--- config.mk ---
export PLATFORM = sky130hd
export DESIGN_NAME = or_1x32_1
export DESIGN_NICKNAME = d
export VERILOG_FILES = /design/src/rtl/or_1x32_1_pkg.sv /design/src/rtl/or_1x4_1.sv /design/src/rtl/or_1x32_1.sv
export SDC_FILE = /design/constraint.sdc
export NUM_CORES = 1
export LEC_CHECK = 0
export BUFFER_PORTS_ARGS = -buffer_cell sky130_fd_sc_hd__buf_2
export CAP_MARGIN = 30
export CORE_AREA = 2 2 39 41
export DETAILED_ROUTE_END_ITERATION = 10
export DIE_AREA = 0 0 41 43
export PLACE_DENSITY_LB_ADDON = 0.15
export SYNTH_ARGS = -nofsm -noshare
export SYNTH_HDL_FRONTEND = slang
export SYNTH_HIERARCHICAL = 1
export SYNTH_SLANG_ARGS = --single-unit
--- constraint.sdc ---
create_clock -name clk -period 0.8 [get_ports clk]
set_input_delay 0.16 -clock clk [delete_from_list [all_inputs] [get_ports clk]]
set_output_delay 0.16 -clock clk [all_outputs]
set_load 0.005 [all_outputs]
--- src/rtl/or_1x32_1_pkg.sv ---
// Shared datapath constants for the OR-reduction building blocks.
package or_1x32_1_pkg;

  // Number of operand bits reduced by or_1x32_1.
  localparam int unsigned OR_WIDTH = 32;

  // Fan-in of one leaf OR cell.
  localparam int unsigned OR_CELL_FANIN = 4;

  // Leaf cells needed to cover OR_WIDTH operands.
  localparam int unsigned OR_L1_CELLS = OR_WIDTH / OR_CELL_FANIN;

  // Second-level cells, each combining OR_CELL_FANIN leaf outputs.
  localparam int unsigned OR_L2_CELLS = OR_L1_CELLS / OR_CELL_FANIN;

endpackage : or_1x32_1_pkg

--- src/rtl/or_1x4_1.sv ---
// 4-input, 1-bit OR cell; the leaf of the or_1x32_1 tree.
module or_1x4_1 (
  output logic out,
  input  logic a0,
  input  logic a1,
  input  logic a2,
  input  logic a3
);

  // Single gate level; a 1 on any input dominates X/Z on the others.
  assign out = a0 | a1 | a2 | a3;

endmodule : or_1x4_1

--- src/rtl/or_1x32_1.sv ---
// 32-input, 1-bit OR reduction built as a fixed 3-level tree of OR cells,
// with an optional output register (async active-low reset).
module or_1x32_1
  import or_1x32_1_pkg::*;
#(
  parameter bit REGISTER_OUT = 1'b1
) (
  output logic out,
  input  logic r0,
  input  logic r1,
  input  logic r2,
  input  logic r3,
  input  logic r4,
  input  logic r5,
  input  logic r6,
  input  logic r7,
  input  logic r8,
  input  logic r9,
  input  logic r10,
  input  logic r11,
  input  logic r12,
  input  logic r13,
  input  logic r14,
  input  logic r15,
  input  logic r16,
  input  logic r17,
  input  logic r18,
  input  logic r19,
  input  logic r20,
  input  logic r21,
  input  logic r22,
  input  logic r23,
  input  logic r24,
  input  logic r25,
  input  logic r26,
  input  logic r27,
  input  logic r28,
  input  logic r29,
  input  logic r30,
  input  logic r31,
  input  logic clk,
  input  logic rst_n
);

  logic [OR_WIDTH-1:0]    r_vec;
  logic [OR_L1_CELLS-1:0] l1_or;
  logic [OR_L2_CELLS-1:0] l2_or;
  logic                   or_all;

  // Gather the scalar operand ports into a vector so the tree can be generated.
  assign r_vec = {r31, r30, r29, r28, r27, r26, r25, r24,
                  r23, r22, r21, r20, r19, r18, r17, r16,
                  r15, r14, r13, r12, r11, r10, r9,  r8,
                  r7,  r6,  r5,  r4,  r3,  r2,  r1,  r0};

  // Level 1: cell i covers r[4i+3:4i].
  for (genvar i = 0; i < OR_L1_CELLS; i++) begin : g_l1
    or_1x4_1 u_or_l1 (
      .out (l1_or[i]),
      .a0  (r_vec[OR_CELL_FANIN*i + 0]),
      .a1  (r_vec[OR_CELL_FANIN*i + 1]),
      .a2  (r_vec[OR_CELL_FANIN*i + 2]),
      .a3  (r_vec[OR_CELL_FANIN*i + 3])
    );
  end

  // Level 2: cell j combines leaf cells 4j..4j+3.
  for (genvar j = 0; j < OR_L2_CELLS; j++) begin : g_l2
    or_1x4_1 u_or_l2 (
      .out (l2_or[j]),
      .a0  (l1_or[OR_CELL_FANIN*j + 0]),
      .a1  (l1_or[OR_CELL_FANIN*j + 1]),
      .a2  (l1_or[OR_CELL_FANIN*j + 2]),
      .a3  (l1_or[OR_CELL_FANIN*j + 3])
    );
  end

  // Level 3: final 2-input OR of the two second-level results.
  assign or_all = l2_or[0] | l2_or[1];

  if (REGISTER_OUT) begin : g_reg_out
    logic out_q;

    // Capture the tree result each edge; reset clears it without a clock.
    always_ff @(posedge clk or negedge rst_n) begin
      if (!rst_n) begin
        out_q <= 1'b0;
      end else begin
        out_q <= or_all;
      end
    end

    assign out = out_q;
  end else begin : g_comb_out
    // clk and rst_n are intentionally unused in this build.
    assign out = or_all;
  end

endmodule : or_1x32_1

-- Word-level counts from Yosys, hierarchy flattened
Index checks and enable logic that the tools add are counted.
Widths: inputs -> output; s select.
- flip-flop bits (word level): 1
- input port bits: 34
- bitwise logic cells: 31
- operators by type and width (operator ; number):
    $or 1x1->1 ; 31

-- Logic depth before layout (Yosys ltp)
Gate-level depths: netlist of the first run.
- word-level depth: 7
- mapped depth: 3

-- By module
The synthesis of the first run kept the hierarchy.
- modules (own cells, without submodules) (module ; times used ; cells an instance ; area an instance (sq um)):
    or_1x4_1 ; 10 ; 1 ; 7.5
    or_1x32_1 ; 1 ; 2 ; 31.3

-- Worst setup path before layout of the first run
Ideal clock, no wire load.
- kind: input port to flip-flop
- from: input r21
- to: register g_reg_out.out_q (netlist: out)
- arrival time: 1.370 ns
- required time: 0.676 ns
- slack: -0.695 ns
- stages: 3
- cells stage by stage: or4_1 -> or4_1 -> or2_1
- longest elaborated chain between the ends: 7
- ends and longest elaborated chain (item ; RTL line ; source):
    from (decl) ; or_1x32_1.sv:30 ; input logic r21,
    $or 1x1->1 (6 in a row) ; or_1x4_1.sv:11 ; assign out = a0 | a1 | a2 | a3;
    named net l2_or[1] ; or_1x32_1.sv:47 ; logic [OR_L2_CELLS-1:0] l2_or;
    $or 1x1->1 ; or_1x32_1.sv:79 ; assign or_all = l2_or[0] | l2_or[1];
    named net or_all ; or_1x32_1.sv:48 ; logic or_all;
    to (signal assigned) ; or_1x32_1.sv:89 ; out_q <= or_all;
    to (decl) ; or_1x32_1.sv:82 ; logic out_q;
The timed path passes the listed nets, and every way through them passes these cells.

-- Final worst setup path of the first run
- from: input r25
- to: register g_reg_out.out_q (netlist: out)
- longest elaborated chain between the ends: 6
- ends and longest elaborated chain (item ; RTL line ; source):
    from (decl) ; or_1x32_1.sv:34 ; input logic r25,
    $or 1x1->1 (3 in a row) ; or_1x4_1.sv:11 ;
    named net l1_or[6] ; or_1x32_1.sv:46 ; logic [OR_L1_CELLS-1:0] l1_or;
    $or 1x1->1 (2 in a row) ; or_1x4_1.sv:11 ;
    named net l2_or[1] ; or_1x32_1.sv:47 ;
    $or 1x1->1 ; or_1x32_1.sv:79 ;
    named net or_all ; or_1x32_1.sv:48 ;
The timed path passes the listed nets, and every way through them passes these cells.

==> results.cfg, run 1 <==
[sta]
fin_crit_sh = 2.06
slew_headroom = 0.940
rsz0062_at_grt = yes
drv_slew = 0
clock.fmax_mhz = 608
worstMarginPinSlew_ps = 89.6
final-setup-viol-count = 1
whs_ps = 469
fin_crit_ps = 1640
final_hold_viol_count = 0
layout_setup_ws_ps = -844

[final_layout]
syn2layout_area_growth_pct = 192
drive_gt1_frac = 0.745
final_common_cell = buf_2
diodes = 0
fin_util = 0.224
design_area_um2 = 310
nNetsFinal = 83
largest_reg_flops = 1
final_cell_mix = buf_2 (34), or4_1 (9)

[setup_path]
crit_required_ps = 670
cpMostUsedCell = or4_1
crit_start = r25
worst-path-max-fanout = 1
slowest_stage = or4_1
cp-end-kind = flip-flop
crit_arrival_ps = 1520
cp-start-kind = input port
path_buf_inv = 1
cpLargestDelayFamily = simple AND/OR/NAND/NOR gates
cpPeakStageDelay_ps = 530
worstPathCellList = buf_2 -> or4_1 -> or4_1 -> or2_1
crit_type = input port to flip-flop

[floorplanning]
fp.coreArea_mm2 = 0.00138
io_pins = 35
die_w_um = 41
rows = 14
die_h_um = 43
start_util = 0.0769
design.die.area_mm2 = 0.00176

[drt]
first_pass_iters = 1
viasPerCell = 3.97
vias = 250
ant_nets = 0
wire_per_inst_um = 7.92
drt-total-wl_um = 499
drcViolationCount = 0
drt_iter0_drc = 0

[logic_synthesis]
syn_area_um2 = 106
syn_area_per_cell_um2 = 8.86
synth-seq-cells = 1
synth.top_cell.area_share = 0.706
seq_area_frac_synth = 0.235
synth_area_leaders = or4_1 (71%), dfrtp_1 (24%), or2_1 (5.9%)
synth_nets = 46
post-synth-top-area-cell = or4_1
yosys_warnings = 6
syn-instance-count = 12
synth_cell_types = 3

[status]
failed_checks = setup timing
status = finished, violations left

[global_routing]
grt_max_degree = 2
grt_pass1_vias = 195
overflow = 0
grtUsageTotal = 0.0460
antenna_found_initial = 0
grt_pass1_wl_um = 600

[placed_design]
gp_congestion = 0.599
port_buffers = 34
place_area_um2 = 297
place_hpwl_um = 480

[run]
drv_cap = 0

[cts]
cts.clk_slew.worst_paths_ps = 0

[worst_hold_path]
hold_class = input port to async pin

[power_and_ir_drop]
power_leakage_nw = 0.154
cellPowerDensity_mw_per_mm2 = 429
peakVddDrop_uv = 114
==> worst max-delay path by stage <==
stage / end / slack [ps] / depth (start not counted)
finish: out$_DFF_PN0_ / -840 / 4
global route: out$_DFF_PN0_ / -890 / 4
CTS: out$_DFF_PN0_ / -850 / 4
detailed placement: out$_DFF_PN0_ / -850 / 4
global placement: out$_DFF_PN0_ / -840 / 4
floorplan: out$_DFF_PN0_ / -690 / 3
==> per-stage QoR <==
stage	setup TNS [ps]	setup slack, ps	instances	total power [mW]
after floorplan	-695	-695	12	0.0584
after global placement	-844	-844	62	0.130
after detailed placement	-850	-850	62	0.130
after CTS	-851	-851	63	0.134
after global routing	-890	-890	63	0.146
final	-844	-844	63	0.133
==> synthesized netlist by cell type <==
master / n
or2_1: 1
or4_1: 10
dfrtp_1: 1
==> power breakdown <==
| group | switching, mW | internal (mW) |
|---|---|---|
| clock | 0 | 0 |
| combinational | 0.0184 | 0.0633 |
| sequential | 0.00000000000612 | 0.0515 |
| total | 0.0184 | 0.115 |
==> kinds of logic after synthesis <==
group | count (synthesis) | share of synthesized area
simple gates | 11 | 0.765
flops | 1 | 0.235
==> per-layer routing <==
metal / GRT usage / vias to the layer above / wire length, µm
met5: 0 / - / 0
met4: 0 / 0 / 0
met3: 0.0105 / 0 / 177
met2: 0.100 / 35 / 183
met1: 0.0380 / 89 / 138
li1: - / 126 / -
==> area by class of cell <==
cell class | count | area, µm²
timing repair buffer | 35 | 180
tap | 16 | 20.0
fill | 161 | 1070
multi-input combinational | 11 | 85.1
sequential | 1 | 25.0
==> timing repair <==
item | CTS | global route
buffers inserted | 0 | 0
setup endpoints to repair | 1 | 1
pin swaps | 1 | 0
resized for setup | 0 | 1
hold buffers | 1 | 0
endpoints found under the hold margin | 1 | 0
(Power assumes the default switching activity.)
==> inputs of run 2 (changes only) <==
--- a/config.mk
+++ b/config.mk
@@ -5,12 +5,14 @@
 export SDC_FILE = /design/constraint.sdc
 export NUM_CORES = 1
 export LEC_CHECK = 0
+export ABC_AREA = 1
 export BUFFER_PORTS_ARGS = -buffer_cell sky130_fd_sc_hd__buf_2
 export CAP_MARGIN = 30
 export CORE_AREA = 2 2 39 41
 export DETAILED_ROUTE_END_ITERATION = 10
 export DIE_AREA = 0 0 41 43
 export PLACE_DENSITY_LB_ADDON = 0.15
+export RECOVER_POWER = 100
 export SYNTH_ARGS = -nofsm -noshare
 export SYNTH_HDL_FRONTEND = slang
 export SYNTH_HIERARCHICAL = 1
==> results.cfg, run 2 <==
[drt]
drt_iter0_drc = 1
ant_nets = 0
drcViolationCount = 0
vias = 325
viasPerCell = 3.82
first_pass_iters = 2
drt-total-wl_um = 565
wire_per_inst_um = 6.65

[power_and_ir_drop]
clockPowerShare = 0
peakVddDrop_uv = 161
combPwrFrac = 0.768
cellPowerDensity_mw_per_mm2 = 464
power.internal_mw = 0.173
swShare = 0.221
seq_power_share = 0.232
power_leakage_nw = 0.235
switchingPower_mw = 0.0489
p_total_mw = 0.222

[logic_synthesis]
synth_common_cells = nor2_1 (20), nand2_1 (11), inv_1 (2), dfrtp_1 (1)
post-synth-top-area-cell = nor2_1
async_flop_share = 1.00
seq_area_frac_synth = 0.168
syn_area_per_cell_um2 = 4.38
syn_area_um2 = 149
ys.flop_type = dfrtp_1
yosysMostFrequentCell = nor2_1
synth_area_leaders = nor2_1 (50%), nand2_1 (28%), dfrtp_1 (17%)
synth_cell_types = 4
synth-seq-cells = 1
yosys_warnings = 6
synth_nets = 68
synth.top_cell.area_share = 0.504
synth_edf_count = 0
syn-instance-count = 34

[global_routing]
grt_max_degree = 2
overflow = 0
grt_pass1_wl_um = 690
grt_pass1_vias = 233
grtUsageTotal = 0.0500
antenna_found_initial = 0

[floorplanning]
design.die.area_mm2 = 0.00176
die_h_um = 43
rows = 14
io_pins = 35
fp.coreArea_mm2 = 0.00138
die_w_um = 41
start_util = 0.108

[setup_path]
cp_num_cells = 7
worst-path-max-fanout = 1
cpMostUsedCell = nand2_1
cp-start-kind = input port
path_buf_inv = 2
crit_arrival_ps = 650
crit_end = out$_DFF_PN0_
crit_required_ps = 680
worstPathCellList = buf_2 -> nor2_1 -> nand2_1 -> nor2_1 -> nand2_1 -> inv_1 -> nand2_1
cpLargestDelayFamily = simple AND/OR/NAND/NOR gates
slowest_stage = buf_2
cpPeakStageDelay_ps = 100
crit_type = input port to flip-flop
cp-end-kind = flip-flop
crit_start = r24

[final_layout]
design_area_um2 = 478
drive_gt1_frac = 0.638
final_common_cell = buf_2
final_cell_mix = buf_2 (19), buf_6 (14), nand2_1 (11)
nNetsFinal = 105
diodes = 0
largest_reg_flops = 1
syn2layout_area_growth_pct = 221

[sta]
fin_crit_sh = 0.953
worstMarginPinSlew_ps = 90.2
final-setup-viol-count = 0
slew_headroom = 0.940
clock.fmax_mhz = 1310
final_hold_viol_count = 0
rsz0062_at_grt = yes
drv_slew = 0
fin_crit_ps = 763

[run]
drv_cap = 0

[placed_design]
place_hpwl_um = 443
port_buffers = 34
place_area_um2 = 339
gp_congestion = 0.585

[status]
status = completed

[worst_hold_path]
hold_class = input port to async pin

[cts]
cts.clk_slew.worst_paths_ps = 0
## run 2: power groups by stage
stage / clock (mW) / combinational (mW) / sequential [mW]
after global routing: 0 / 0.186 / 0.0515
final: 0 / 0.170 / 0.0515
after global placement: 0 / 0.0995 / 0.0515
after detailed placement: 0 / 0.100 / 0.0515
after CTS: 0 / 0.104 / 0.0515
after floorplan: 0 / 0.0227 / 0.0515
## run 2: metrics by stage
step | cells | util | hold WS, ps | TNS, ps | worst slack (ps)
6_report | 85 | 0.345 | 473 | 0 | 37.3
3_3_place_gp | 84 | 0.245 | -64.4 | 0 | 20.5
2_1_floorplan | 34 | - | -136 | 0 | 179
4_1_cts | 85 | 0.252 | 474 | 0 | 8.11
5_1_grt | 85 | 0.345 | 496 | -37.5 | -37.5
3_5_place_dp | 84 | 0.245 | -63.0 | 0 | 7.65
## run 2: final cells by class
class / count / area (µm²)
inverter: 2 / 7.51
fill: 168 / 906
sequential: 1 / 25.0
timing repair buffer: 35 / 267
multi-input combinational: 31 / 159
tap: 16 / 20.0
## run 2: worst min path at each step
stage,from,endpoint,slack (ps),cells after the start
CTS,rst_n,out$_DFF_PN0_,470,2
global route,rst_n,out$_DFF_PN0_,500,2
global placement,rst_n,out$_DFF_PN0_,-60,1
detailed placement,rst_n,out$_DFF_PN0_,-60,1
floorplan,rst_n,out$_DFF_PN0_,-140,0
finish,rst_n,out$_DFF_PN0_,470,2
## run 2: what timing repair did
item,CTS,global route
setup buffers,0,0
endpoints found under the setup margin,0,1
hold buffers,1,0
hold endpoints to repair,1,0
resized for setup,0,28
## run 2: cells by family after synthesis
logic type             synth area share
and+or+nand+nor                   0.782
DFF                               0.168
buffers and inverters            0.0504
## run 2: per-layer routing
layer / wire, µm / GRT usage
met5: 0 / 0
met4: 0 / 0
met3: 78 / 0
met2: 326 / 0.109
met1: 160 / 0.0476
